$ cat src/rtl/pipe_pkg.sv
// Shared definitions for the pipeline stage registers: the stage-register
// control states and the payload widths of each RISC-V pipeline boundary.
package pipe_pkg;

  // The encoding equals the number of held entries, so occupancy is the state.
  typedef enum logic [1:0] {
    EMPTY = 2'd0,
    ONE   = 2'd1,
    TWO   = 2'd2
  } pipe_state_t;

  // IF/ID: Instr 32, PC 32, PCPlus4 32
  localparam int unsigned IFID_W  = 96;
  // ID/EX: RegWrite 1, ResultSrc 2, MemWrite 1, Jump 1, Branch 1, ALUControl 3,
  //        ALUSrc 1, RD1 32, RD2 32, PC 32, Rs1 5, Rs2 5, Rd 5, ImmExt 32, PCPlus4 32
  localparam int unsigned IDEX_W  = 185;
  // EX/MEM: RegWrite 1, ResultSrc 2, MemWrite 1, ALUResult 32, WriteData 32,
  //         Rd 5, PCPlus4 32
  localparam int unsigned EXMEM_W = 105;
  // MEM/WB: RegWrite 1, ResultSrc 2, ReadData 32, ALUResult 32, Rd 5, PCPlus4 32
  localparam int unsigned MEMWB_W = 104;

  // Number of entries held in a given state.
  function automatic logic [1:0] occ_of(input pipe_state_t s);
    return logic'(s == TWO) ? 2'd2 : (s == ONE) ? 2'd1 : 2'd0;
  endfunction

endpackage

$ cat src/rtl/pipe_data_reg.sv
// WIDTH-bit payload register with load enable, cleared by asynchronous reset.
module pipe_data_reg #(
  parameter int unsigned WIDTH = 32
) (
  input  logic             clk,
  input  logic             reset,
  input  logic             load,
  input  logic [WIDTH-1:0] d,
  output logic [WIDTH-1:0] q
);

  // Hold the payload until loaded; clear on reset.
  // NOTE: payload registers are reset to 0 so out_data is deterministic
  // after reset even though it is only meaningful while out_valid is high.
  always_ff @(posedge clk or posedge reset) begin
    // NOTE: sequential state uses non-blocking assignments only.
    if (reset)     q <= '0;
    else if (load) q <= d;
  end

endmodule

$ cat src/rtl/pipe_stage_reg.sv
// Generic pipeline stage register: valid/ready handshake, flush, and an
// optional second (skid) entry that allows in_ready to come from a flop.
module pipe_stage_reg
  import pipe_pkg::*;
#(
  parameter int unsigned WIDTH = 32,
  parameter bit          SKID  = 1'b1
) (
  input  logic             clk,
  input  logic             reset,
  input  logic             in_valid,
  output logic             in_ready,
  input  logic [WIDTH-1:0] in_data,
  output logic             out_valid,
  input  logic             out_ready,
  output logic [WIDTH-1:0] out_data,
  input  logic             flush,
  output logic [1:0]       occupancy
);

  pipe_state_t      state_q;
  pipe_state_t      state_d;
  logic             in_fire;
  logic             out_fire;
  logic             main_load;
  logic             main_from_skid;
  logic             skid_load;
  logic [WIDTH-1:0] main_d;
  logic [WIDTH-1:0] skid_q;

  assign out_valid = (state_q != EMPTY);
  assign occupancy = occ_of(state_q);
  assign in_fire   = in_valid && in_ready;
  assign out_fire  = out_valid && out_ready;

  // Next-state and data-load decisions; flush overrides every transition
  // and suppresses all loads so the data registers simply hold.
  always_comb begin
    // NOTE: every signal gets a default first so no latch is inferred.
    state_d        = state_q;
    main_load      = 1'b0;
    main_from_skid = 1'b0;
    skid_load      = 1'b0;
    unique case (state_q)
      EMPTY: begin
        if (in_fire) begin
          state_d   = ONE;
          main_load = 1'b1;
        end
      end
      ONE: begin
        if (in_fire && out_fire) begin
          main_load = 1'b1;
        end else if (in_fire) begin
          // Only reachable with a skid entry; without one in_ready needs out_ready.
          state_d   = TWO;
          skid_load = 1'b1;
        end else if (out_fire) begin
          state_d = EMPTY;
        end
      end
      TWO: begin
        if (out_fire) begin
          state_d        = ONE;
          main_load      = 1'b1;
          main_from_skid = 1'b1;
        end
      end
      default: state_d = EMPTY;
    endcase
    if (flush) begin
      state_d   = EMPTY;
      main_load = 1'b0;
      skid_load = 1'b0;
    end
  end

  // Control state register.
  always_ff @(posedge clk or posedge reset) begin
    if (reset) state_q <= EMPTY;
    else       state_q <= state_d;
  end

  assign main_d = main_from_skid ? skid_q : in_data;

  pipe_data_reg #(.WIDTH(WIDTH)) u_main (
    .clk   (clk),
    .reset (reset),
    .load  (main_load),
    .d     (main_d),
    .q     (out_data)
  );

  generate
    if (SKID) begin : g_skid
      logic in_ready_q;

      pipe_data_reg #(.WIDTH(WIDTH)) u_skid (
        .clk   (clk),
        .reset (reset),
        .load  (skid_load),
        .d     (in_data),
        .q     (skid_q)
      );

      // Registered ready: accept whenever the next state still has a free entry.
      always_ff @(posedge clk or posedge reset) begin
        if (reset) in_ready_q <= 1'b1;
        else       in_ready_q <= (state_d != TWO);
      end

      assign in_ready = in_ready_q;
    end else begin : g_single
      assign skid_q   = '0;
      assign in_ready = !out_valid || out_ready;
    end
  endgenerate

endmodule

$ cat config.mk
export PLATFORM = sky130hd
export DESIGN_NAME = pipe_stage_reg
export DESIGN_NICKNAME = d
export VERILOG_FILES = /design/src/rtl/pipe_pkg.sv /design/src/rtl/pipe_data_reg.sv /design/src/rtl/pipe_stage_reg.sv
export SDC_FILE = /design/constraint.sdc
export NUM_CORES = 1
export LEC_CHECK = 0
export ABC_AREA = 1
export CORE_MARGIN = 5
export CORE_UTILIZATION = 47
export CTS_BUF_LIST = sky130_fd_sc_hd__clkbuf_4 sky130_fd_sc_hd__clkbuf_8
export CTS_CLUSTER_SIZE = 30
export DETAILED_ROUTE_END_ITERATION = 8
export GPL_TIMING_DRIVEN = 0
export PLACE_DENSITY = 0.78
export REMOVE_ABC_BUFFERS = 1
export SYNTH_ARGS = -nofsm -noshare
export SYNTH_HDL_FRONTEND = slang
export SYNTH_SLANG_ARGS = --single-unit
$ cat constraint.sdc
create_clock -name clk -period 2.1 [get_ports clk]
set_input_delay 0.42 -clock clk [delete_from_list [all_inputs] [get_ports clk]]
set_output_delay 0.42 -clock clk [all_outputs]
set_load 0.005 [all_outputs]
==> impl_metrics.csv <==
group,metric,value,unit
floorplanning,fp.coreArea,6910,sq um
placed_design,place.gp.congestion,0.767,
timing,min_period,2.05,ns
drt,via_per_inst,5.18,
drt,drt-met1-wl,3.95,mm
final_layout,layout-drive-gt1-share,14.1,%
clock_network,cts_num_sinks,67,
synthesis,synth_cells,410,
final_layout,n_fill_cell,609,
synthesis,yosys_warnings,0,
critical_path,cp-start-kind,"input port",
drt,drc,0,
timing,drv_slew,0,
pwr,peakVddDrop,437,uV
min_path,worstHoldPathType,"reg -> reg",
synthesis,ys_seq_area_share,49.7,%
pwr,p_switching,1.12,mW
critical_path,critPathCaptureType,"flop",
timing,setup_tns,0,ns
critical_path,worst_ep_arrival_time,2.28,ns
floorplanning,die_width,94.7,um
final_layout,fin_nets,507,
clock_network,clockBufferDepth,2,
final_layout,n_antenna_cell,0,
drt,finalWirelength,8.61,mm
timing,rsz0062_at_grt,"yes",
timing,tightest_slew,0.837,ns
critical_path,required,2.33,ns
global_routing,grt.total_usage,19.9,%
timing,skew,0.0107,ns
pwr,p_leak,2.20,nW
critical_path,crit_path_max_fanout,36,
timing,holdWs,0.478,ns
critical_path,slowest_stage,"clkdlybuf4s18_2",
final_layout,layout_commonest_cell,"nand2_1",
pwr,p_comb_share,26.5,%
timing,setup_violations,0,
clock_network,clk_latency,0.33,ns
synthesis,syn_area_per_cell,8.23,sq um
synthesis,ys_types,20,
timing,finalCritPeriodShare,97.5,%
pwr,p_clk_share,26.2,%
drt,dr_wl_met2,4.15,mm
critical_path,critical_path_class,"in -> reg",
global_routing,grt_pass1_wl,14.0,mm
timing,fmax,488,MHz
timing,finalHoldViolCount,0,
floorplanning,fp.dieArea,8970,sq um
synthesis,syn_area,3370,sq um
flow_run,max_cap_violations,0,
drt,num_vias,2950,
clock_network,htree_levels,3,
clock_network,cts.clk_slew.worst_paths,0.07,ns
clock_network,cts_tree,"built",
pwr,p_int,2.67,mW
final_layout,final_cell_mix,"nand2_1, clkdlybuf4s50_1, dfrtp_1",
drt,drt-pass1-iter-count,4,
global_routing,grt_max_degree,68,
final_layout,area_growth_syn_to_layout,28.0,%
global_routing,grt_overflow,0,
floorplanning,row_count,30,
clock_network,cts_root_buffer,"clkbuf_8",
drt,highest_layer,"met4",
drt,first_iter_violations,178,
critical_path,cpPeakStageDelay,0.59,ns
status,status,"complete, no violations",
synthesis,synth-seq-cells,67,
pwr,power_frac_seq,47.3,%
drt,ant_nets,0,
global_routing,antenna_found_initial,0,
drt,wl_per_cell,15.1,um
floorplanning,chipHeight,94.7,um
clock_network,cts_buffers,9,
global_routing,grt_pass1_vias,2890,
clock_network,postCtsHoldBufs,0,
pwr,powerDensity,878,nW/um^2
pwr,sw_frac_of_total,29.6,%
floorplanning,io_pins,73,
floorplanning,start_util,48.9,%
timing,relSlewSlack,44.2,%
placed_design,hpwl,4.67,mm
critical_path,worstPathCellList,"clkdlybuf4s18_2 > nor2_4 > nand3_2 > o21ai_2",
drt,wl_met3,461,um
placed_design,io_buffer_count,72,
final cells by class:
type / instances / area (sq um) / area share (%)
clock inverters: 2 / 10.0 / 0.232
multi-input cells: 277 / 1420 / 32.8
repair buffers: 76 / 762 / 17.6
flip-flops and latches: 67 / 1680 / 39.0
inverters: 39 / 156 / 3.62
well taps: 96 / 120 / 2.78
clock buffers: 13 / 173 / 4.00
power by group through the flow:
stage | registers, mW | clock network, mW | logic, mW
6_report | 1.79 | 0.994 | 1.00
5_1_grt | 1.83 | 1.08 | 1.12
3_3_place_gp | 1.80 | 0 | 0.949
2_1_floorplan | 1.80 | 0 | 0.489
4_1_cts | 1.79 | 1.01 | 1.01
3_5_place_dp | 1.82 | 0 | 0.982
cell usage after synthesis (all sizes together):
cell type | instances | share of area [%]
nand2 | 168 | 19
dfrtp | 66 | 49
inv | 39 | 4.3
nand3 | 34 | 5.6
o21ai | 33 | 8.5
nand4 | 32 | 5.9
buf | 23 | 4.9
clkbuf | 6 | 0.67
nor2 | 6 | 0.96
a21oi | 1 | 0.15
dfstp | 1 | 0.78
nand3b | 1 | 0.59
final timing paths:
check | startpoint | to | slack [ns] | cells past startpoint
max | out_ready | g_skid.u_skid.q[11]$_DFFE_PP0P_ | 0.05 | 4
min | u_main.q[30]$_DFFE_PP0P_ | u_main.q[30]$_DFFE_PP0P_ | 0.48 | 2
max reg2reg | state_q[1]$_DFF_PP0_ | u_main.q[28]$_DFFE_PP0P_ | 0.29 | 5
min reg2reg | u_main.q[30]$_DFFE_PP0P_ | u_main.q[30]$_DFFE_PP0P_ | 0.48 | 2
max in group asynchronous | reset | state_q[1]$_DFF_PP0_ | 0.84 | 2
min in group asynchronous | reset | u_main.q[26]$_DFFE_PP0P_ | 0.63 | 2
worst max-delay path, delay by kind of cell:
kind	cells	cell delay [ns]
AND/OR/NAND/NOR	2	0.93
buffers and inverters	1	0.59
AO/OA/AOI/OAI	1	0.31
state kept, by name (all words and copies together) (netlist names):
register         count
g_skid.u_skid.q     32
u_main.q            32
state_q              2
in_ready             1
per-stage QoR:
step | std cells | util, % | power, mW | setup slack, ns | area [sq um]
global route | 570 | 62.6 | 4.03 | -0.0148 | 4320
CTS | 569 | 62.1 | 3.81 | -0.0461 | 4290
detailed placement | 550 | 58.6 | 2.80 | -1.41 | 4040
global placement | 549 | 58.3 | 2.75 | -1.48 | 4030
finish | 570 | 62.6 | 3.79 | 0.0526 | 4320
floorplan | 381 | - | 2.29 | -0.205 | 3190
kinds of logic (layout without fill, tap and decap cells):
| group | count (synthesis) | count (layout) | synth area share, % |
|---|---|---|---|
| AND/OR/NAND/NOR | 241 | 243 | 31.7 |
| buffers and inverters | 68 | 130 | 9.94 |
| flip-flops | 67 | 67 | 49.7 |
| AO/OA/AOI/OAI | 34 | 34 | 8.60 |
per-layer routing:
| layer | GRT usage, % | up-vias |
|---|---|---|
| met1 | 27.0 | 1420 |
| li1 | - | 1437 |
| met3 | 5.34 | 4 |
| met2 | 32.1 | 89 |
| met4 | 3.73 | 0 |
| met5 | 0 | - |
what timing repair did:
item,in CTS,in global routing
pin swaps,3,1
gates cloned,1,1
endpoints found under the setup margin,68,65
buffers inserted,3,0
resized for setup,11,6
Power figures use the tool's default switching activity.
